<file path="src/rtl/mem_arbiter.sv">
// Two-port memory arbiter: a CPU controller and a program loader share one memory.
// Loader wins ties while the CPU is halted; otherwise ties alternate between the ports.
module mem_arbiter #(
  parameter int unsigned AW   = 5,
  parameter int unsigned DW   = 8,
  parameter int unsigned WAIT = 1
) (
  input  logic          clk,
  input  logic          rst,
  input  logic          cpu_req,
  input  logic          cpu_we,
  input  logic [AW-1:0] cpu_addr,
  input  logic [DW-1:0] cpu_wdata,
  output logic          cpu_ack,
  output logic [DW-1:0] cpu_rdata,
  input  logic          ld_req,
  input  logic          ld_we,
  input  logic [AW-1:0] ld_addr,
  input  logic [DW-1:0] ld_wdata,
  output logic          ld_ack,
  output logic [DW-1:0] ld_rdata,
  input  logic          halt,
  output logic          mem_rd,
  output logic          mem_wr,
  output logic [AW-1:0] mem_addr,
  output logic [DW-1:0] mem_wdata,
  input  logic [DW-1:0] mem_rdata,
  output logic          busy
);

  localparam int unsigned CW = 3;
  localparam logic [CW-1:0] CNT_LAST = CW'(WAIT);
  localparam logic OWN_CPU = 1'b0;
  localparam logic OWN_LD  = 1'b1;

  typedef enum logic [1:0] {IDLE, ACCESS, DONE} state_t;

  state_t        state;
  logic          owner;
  logic          we;
  logic          last_owner;
  logic [CW-1:0] cnt;

  logic          grant_ld_c;
  logic          sel_we_c;
  logic [AW-1:0] sel_addr_c;
  logic [DW-1:0] sel_wdata_c;

  // Arbitration and request mux; only consumed on the IDLE grant edge.
  always_comb begin
    grant_ld_c = ld_req;
    if (cpu_req && ld_req) grant_ld_c = halt || (last_owner == OWN_CPU);
    sel_we_c    = grant_ld_c ? ld_we    : cpu_we;
    sel_addr_c  = grant_ld_c ? ld_addr  : cpu_addr;
    sel_wdata_c = grant_ld_c ? ld_wdata : cpu_wdata;
  end

  // Access sequencer; every output is a register so no request reaches an output combinationally.
  always_ff @(posedge clk or negedge rst) begin
    if (!rst) begin
      state      <= IDLE;
      owner      <= OWN_CPU;
      we         <= 1'b0;
      last_owner <= OWN_LD;
      cnt        <= '0;
      cpu_ack    <= 1'b0;
      ld_ack     <= 1'b0;
      cpu_rdata  <= '0;
      ld_rdata   <= '0;
      mem_rd     <= 1'b0;
      mem_wr     <= 1'b0;
      mem_addr   <= '0;
      mem_wdata  <= '0;
      busy       <= 1'b0;
    end else begin
      case (state)
        IDLE: begin
          if (cpu_req || ld_req) begin
            state     <= ACCESS;
            owner     <= grant_ld_c;
            we        <= sel_we_c;
            mem_addr  <= sel_addr_c;
            mem_wdata <= sel_wdata_c;
            mem_rd    <= !sel_we_c;
            mem_wr    <= sel_we_c;
            cnt       <= '0;
            busy      <= 1'b1;
          end
        end
        ACCESS: begin
          if (cnt == CNT_LAST) begin
            state   <= DONE;
            mem_rd  <= 1'b0;
            mem_wr  <= 1'b0;
            cpu_ack <= (owner == OWN_CPU);
            ld_ack  <= (owner == OWN_LD);
            if (!we) begin
              if (owner == OWN_LD) ld_rdata  <= mem_rdata;
              else                 cpu_rdata <= mem_rdata;
            end
          end else begin
            cnt <= cnt + CW'(1);
          end
        end
        DONE: begin
          state      <= IDLE;
          cpu_ack    <= 1'b0;
          ld_ack     <= 1'b0;
          last_owner <= owner;
          busy       <= 1'b0;
        end
        default: state <= IDLE;
      endcase
    end
  end

endmodule

</file>
<file path="config.mk">
export PLATFORM = sky130hd
export DESIGN_NAME = mem_arbiter
export DESIGN_NICKNAME = d
export VERILOG_FILES = /design/src/rtl/mem_arbiter.sv
export SDC_FILE = /design/constraint.sdc
export NUM_CORES = 1
export LEC_CHECK = 0
export ABC_AREA = 1
export ABC_CLOCK_PERIOD_IN_PS = 1790
export BUFFER_PORTS_ARGS = -buffer_cell sky130_fd_sc_hd__clkbuf_2
export CAP_MARGIN = 20
export CELL_PAD_IN_SITES_DETAIL_PLACEMENT = 1
export CELL_PAD_IN_SITES_GLOBAL_PLACEMENT = 1
export CORE_MARGIN = 4
export CORE_UTILIZATION = 30
export CTS_CLUSTER_DIAMETER = 100
export DETAILED_ROUTE_END_ITERATION = 8
export PLACE_DENSITY = 0.82
export SLEW_MARGIN = 0
export SYNTH_ARGS = -nofsm -noshare
export SYNTH_HDL_FRONTEND = slang
export SYNTH_SLANG_ARGS = --single-unit
</file>
<file path="constraint.sdc">
create_clock -name clk -period 1.79 [get_ports clk]
set_input_delay 0.537 -clock clk [delete_from_list [all_inputs] [get_ports clk]]
set_output_delay 0.537 -clock clk [all_outputs]
set_load 0.02 [all_outputs]
</file>
* After elaboration in Yosys (flattened, before gate mapping)
Index checks and enable logic that the tools add are counted.
** Word-level totals
- Register bits after elaboration :: 42
- Output and inout port bits :: 34
** Operators by class
- $add $sub $neg :: 1
- Eq/ne operators :: 6
- Mux-type cells :: 21
- Bitwise gates (word level) :: 3
- Reductions and logical operators :: 16
** Operators by type and width (number)
- $pmux 1 s2 :: 5
- $mux 1 :: 8
- $mux 8 :: 1
- $reduce_and 2->1 :: 4
- $reduce_and 4->1 :: 2
- $mux 3 :: 2
- $ne 2x2->1 const B :: 3
- $pmux 3 s2 :: 1
- $reduce_and 3->1 :: 2
- $reduce_bool 2->1 :: 3
- $mux 5 :: 1
- $mux 2 :: 2
- $pmux 2 s2 :: 1
- $add 3x1->3 const B :: 1
- $eq 3x1->1 const B :: 1
- $not 1->1 :: 3
- $eq 2x1->1 const B :: 1
- $eq 2x2->1 const B :: 1
- $logic_not 2->1 :: 1
- $logic_or 1x1->1 :: 2
- $logic_and 1x1->1 :: 1
- $logic_not 1->1 :: 1

* Depth between registers and ports, before layout
- Depth after elaboration :: 7
- Depth in mapped cells :: 7

* Least setup slack after synthesis
No wires, ideal clock.
- Kind :: input -> register
- Start :: in ld_req
- End :: reg mem_addr[0]
- Arrival :: 1.219 ns
- Path slack :: 0.454 ns
- Stages on the path :: 6
- Buffers on the path :: 2
- Cell sequence :: buf_2 -> o21ai_2 -> inv_2 -> buf_6 -> nand3_1 -> nand2_1
** On the way
- Cells in the longest elaborated chain, start to end :: 3
** RTL lines
- start: declaration :: line 16 : input logic ld_req,
- $logic_and 1x1->1 :: line 52 : if (cpu_req && ld_req) grant_ld_c = halt || (last_owner == OWN_CPU);
- $mux 1 :: line 52
- $mux 5 :: line 54 : sel_addr_c = grant_ld_c ? ld_addr : cpu_addr;
- end signal: assignment :: line 82 : mem_addr <= sel_addr_c;
- end: declaration :: line 25 : output logic [AW-1:0] mem_addr,
Parallel ways exist; a longest one is shown, timed or not.
A chain may end at the register's enable or synchronous reset.

* Worst setup path after layout
- Start :: reg cnt[1]
- End :: reg cpu_rdata[6]
** On the way
- Cells in the longest elaborated chain, start to end :: 2
** RTL lines
- start: declaration :: line 42 : logic [CW-1:0] cnt;
- start signal: assignment :: line 102 : cnt <= cnt + CW'(1);
- $eq 3x1->1 :: line 91 : if (cnt == CNT_LAST) begin
- $reduce_and 4->1 (no line)
- end signal: assignment :: line 99 : else cpu_rdata <= mem_rdata;
- end: declaration :: line 15 : output logic [DW-1:0] cpu_rdata,
No other way between the ends.

==> out/metrics.yaml <==
status:
  outcome: "finished clean"
setup_path:
  crit_top_cell: "sky130_fd_sc_hd__nand2_1"
  cpPeakStageDelay_ns: 0.40
  path_max_fanout: 9
  endpoint_kind: "flop"
  launching_element_type_of_the_critical_path: "flop"
  cell_by_cell_trace_of_the_critical_path: "inv_1 -> ha_1 -> nand2_1 -> nor2_4 -> nand3_2 -> nand2_1 -> nand2_1"
  worst_ep_required_time_ns: 1.97
  worst_ep_arrival_time_ns: 1.65
  critPathKind: "reg2reg"
  timing.critical_path.slowest_stage_cell: "sky130_fd_sc_hd__dfrtp_1"
synthesis:
  seq_area_frac_synth_pct: 52.9
  synthesis.nets: 291
  synth-compound-area-share_pct: 1.95
  ys_top_cells_by_count: "sky130_fd_sc_hd__nand2_1 (87), sky130_fd_sc_hd__nand3_1 (46), sky130_fd_sc_hd__dfrtp_1 (41)"
  syn-instance-count: 248
  async_reset_ff_share_pct: 100
  synth_top_area_cell: "sky130_fd_sc_hd__dfrtp_1"
  post_synth_num_cell_types: 22
  yosys.area_share.simple_pct: 33.9
  post_synth_xor_area_fraction_pct: 0.441
  synth.area.top_cells: "sky130_fd_sc_hd__dfrtp_1 (52%), sky130_fd_sc_hd__nand2_1 (16%), sky130_fd_sc_hd__nand3_1 (12%)"
  number_of_flops_mapped_to_enable_cells_by_yosys: 0
  synthMostInstantiatedCell: "sky130_fd_sc_hd__nand2_1"
  portion_of_synthesized_cell_area_occupied_by_the_leading_cell_type_pct: 51.6
  muxShareOfSynthArea_pct: 0
  netlist_area_mm2: 0.00199
  synth_top_family_by_area: "simple AND/OR/NAND/NOR gates"
  post_synth.cell_area_avg_um2: 8.02
  yosys_register_bits: 42
  synthAdderAreaFrac_pct: 1.26
  synth_ff_type: "sky130_fd_sc_hd__dfrtp_1"
  synth.yosys.warnings: 0
cts:
  clock_sink_count: 42
  worstSkewPairLatency_ns: 0.29
  clockBufferDepth: 2
  tritoncts: "built"
  ctsHtreeMaxLevel: 2
  path_clk_slew_ns: 0.08
  cts_setup_buffers: 0
  cts_buffers: 5
  cts_root_buffer: "sky130_fd_sc_hd__clkbuf_8"
  post_cts_hold_buffer_count: 0
  cts_resized: 0
timing:
  hold_slack_ns: 0.139
  final_max_slew_violation_count: 0
  layout_worst_path_cycle_share_pct: 82.1
  max_slew.worst_pin.slew_ns: 0.368
  finalSetupViolations: 0
  hold_viol: 0
  clock_skew_ns: 0.00955
  grt_setup_unrepaired: "no"
  min_period_ns: 1.47
  maxClockFrequency_mhz: 681
  setup_tns_ns: 0
  slew_headroom_pct: 75.4
floorplan:
  die-area_mm2: 0.00799
  initial_utilization_pct: 31.1
  row_count: 29
  die_height_um: 89.4
  design.core.area_mm2: 0.00639
  floorplan.die.width_um: 89.4
  io_pins: 75
drt:
  route.final.wire_length_um: 5400
  final_routed_drc_violation_total: 0
  route.detailed.vias_per_inst: 4.57
  drt-pass1-iter-count: 4
  wl_per_cell_um: 13.3
  drtIter0Drc: 44
  detail-route-antenna-nets: 0
  vias: 1849
placed_design:
  port_buffers: 74
  final_weighted_congestion_in_routability_driven_placement: 0.772
  dpl.hpwl_um: 4280
power_and_ir_drop:
  cell_pwr_density_mw_per_mm2: 1770
  ir_drop_mv: 0.715
  power.leakage_nw: 1.50
  p_total_w: 0.00453
global_route:
  antenna_found_initial: 0
  all_layer_global_routing_usage_pct: 14.9
  grt_max_degree: 31
  first_global_vias: 2034
  gr-total-overflow: 0
  grt_first_pass_wirelength_um: 9440
finish:
  layout.core_utilization_pct: 40.0
  fill_cells: 824
  fin_nets: 370
  final_layout_size_suffix_gt1_share_pct: 30.5
  area_growth_syn_to_layout_pct: 28.6
  antenna_cells_inserted: 0
hold_path:
  min_delay_path_class: "in2async"
job:
  cap_violations: 0
-- path summary, 6_finish.rpt --
path / start / to / slack [ns] / cells after the start
worst max register to register: cnt[1]$_DFFE_PN0P_ / cpu_rdata[6]$_DFFE_PN0P_ / 0.32 / 7
worst min-delay path: rst / cpu_rdata[2]$_DFFE_PN0P_ / 0.14 / 1
worst max-delay path: cnt[1]$_DFFE_PN0P_ / cpu_rdata[6]$_DFFE_PN0P_ / 0.32 / 7
worst min register to register: ld_rdata[7]$_DFFE_PN0P_ / ld_rdata[7]$_DFFE_PN0P_ / 0.48 / 2
max in group asynchronous: rst / last_owner$_DFFE_PN1P_ / 1.11 / 2
min in group clk: ld_rdata[7]$_DFFE_PN0P_ / ld_rdata[7]$_DFFE_PN0P_ / 0.48 / 2
-- cell usage in the layout, fill, tap and decap left out --
cell	instances
sky130_fd_sc_hd__clkinv_2	1
sky130_fd_sc_hd__dfrtp_1	41
sky130_fd_sc_hd__nand3_1	46
sky130_fd_sc_hd__nand2_1	87
sky130_fd_sc_hd__inv_2	3
sky130_fd_sc_hd__clkinv_1	1
sky130_fd_sc_hd__o21ai_2	1
sky130_fd_sc_hd__nor2_1	3
sky130_fd_sc_hd__nand3_2	2
sky130_fd_sc_hd__buf_12	1
sky130_fd_sc_hd__inv_1	32
sky130_fd_sc_hd__ha_1	2
sky130_fd_sc_hd__o21ai_1	1
sky130_fd_sc_hd__dfstp_2	1
sky130_fd_sc_hd__nor2_2	1
sky130_fd_sc_hd__clkbuf_2	74
sky130_fd_sc_hd__nand4_1	8
sky130_fd_sc_hd__nand2_2	3
sky130_fd_sc_hd__o21ai_0	5
sky130_fd_sc_hd__buf_4	6
sky130_fd_sc_hd__xor2_1	1
sky130_fd_sc_hd__nor2_4	1
sky130_fd_sc_hd__clkbuf_1	1
sky130_fd_sc_hd__clkbuf_8	6
-- cell type report --
type / count / area (um2) / area share [%]
inverter: 36 / 135 / 5.28
tap: 77 / 96.3 / 3.77
sequential: 42 / 1050 / 41.1
clock buffer: 7 / 86.3 / 3.38
multi-input combinational: 161 / 747 / 29.2
clock inverter: 1 / 5.00 / 0.196
timing repair buffer: 81 / 435 / 17.0
-- critical path, delay by kind of cell, from the launching register on --
family                     cells  cell delay, ns
adders and majority gates      1            0.18
DFF                            1            0.40
and+or+nand+nor                5            0.71
buffers and inverters          1            0.08
-- metrics by stage --
stage | cells | area [um2] | setup WS (ns)
finish | 405 | 2560 | 0.321
global route | 405 | 2560 | 0.126
CTS | 405 | 2560 | 0.308
detailed placement | 397 | 2470 | 0.245
global placement | 397 | 2470 | 0.332
floorplan | 248 | 1990 | 0.454
-- sequential cells by signal (all words and copies together), names as in the netlist --
name	cells
cpu_ack	1
we	1
last_owner	1
ld_ack	1
busy	1
state	2
ld_rdata	8
cpu_rdata	8
mem_wr	1
mem_rd	1
mem_addr	5
owner	1
cnt	3
mem_wdata	8
-- report_power, final --
group / leakage, nW / total, W / switching [W] / internal (W)
Clock: 0.0482 / 0.000631 / 0.000320 / 0.000311
Sequential: 0.509 / 0.00173 / 0.000299 / 0.00143
Combinational: 0.947 / 0.00218 / 0.00147 / 0.000704
-- cells by family after synthesis --
kind of cell / count (synthesis)
compound gates: 7
xor+xnor: 1
fa+ha+maj: 2
simple gates: 151
flops: 42
buf+inv: 45
-- layer usage --
layer | share of wire (%) | vias to the layer above | global-route usage, %
met3 | 5.7 | 5 | 3.69
met1 | 45 | 863 | 19.3
met5 | 0 | - | 0
met4 | 0.85 | 0 | 3.25
li1 | - | 933 | -
met2 | 48 | 48 | 25.2
No activity file was read; power rests on OpenSTA's default activity.
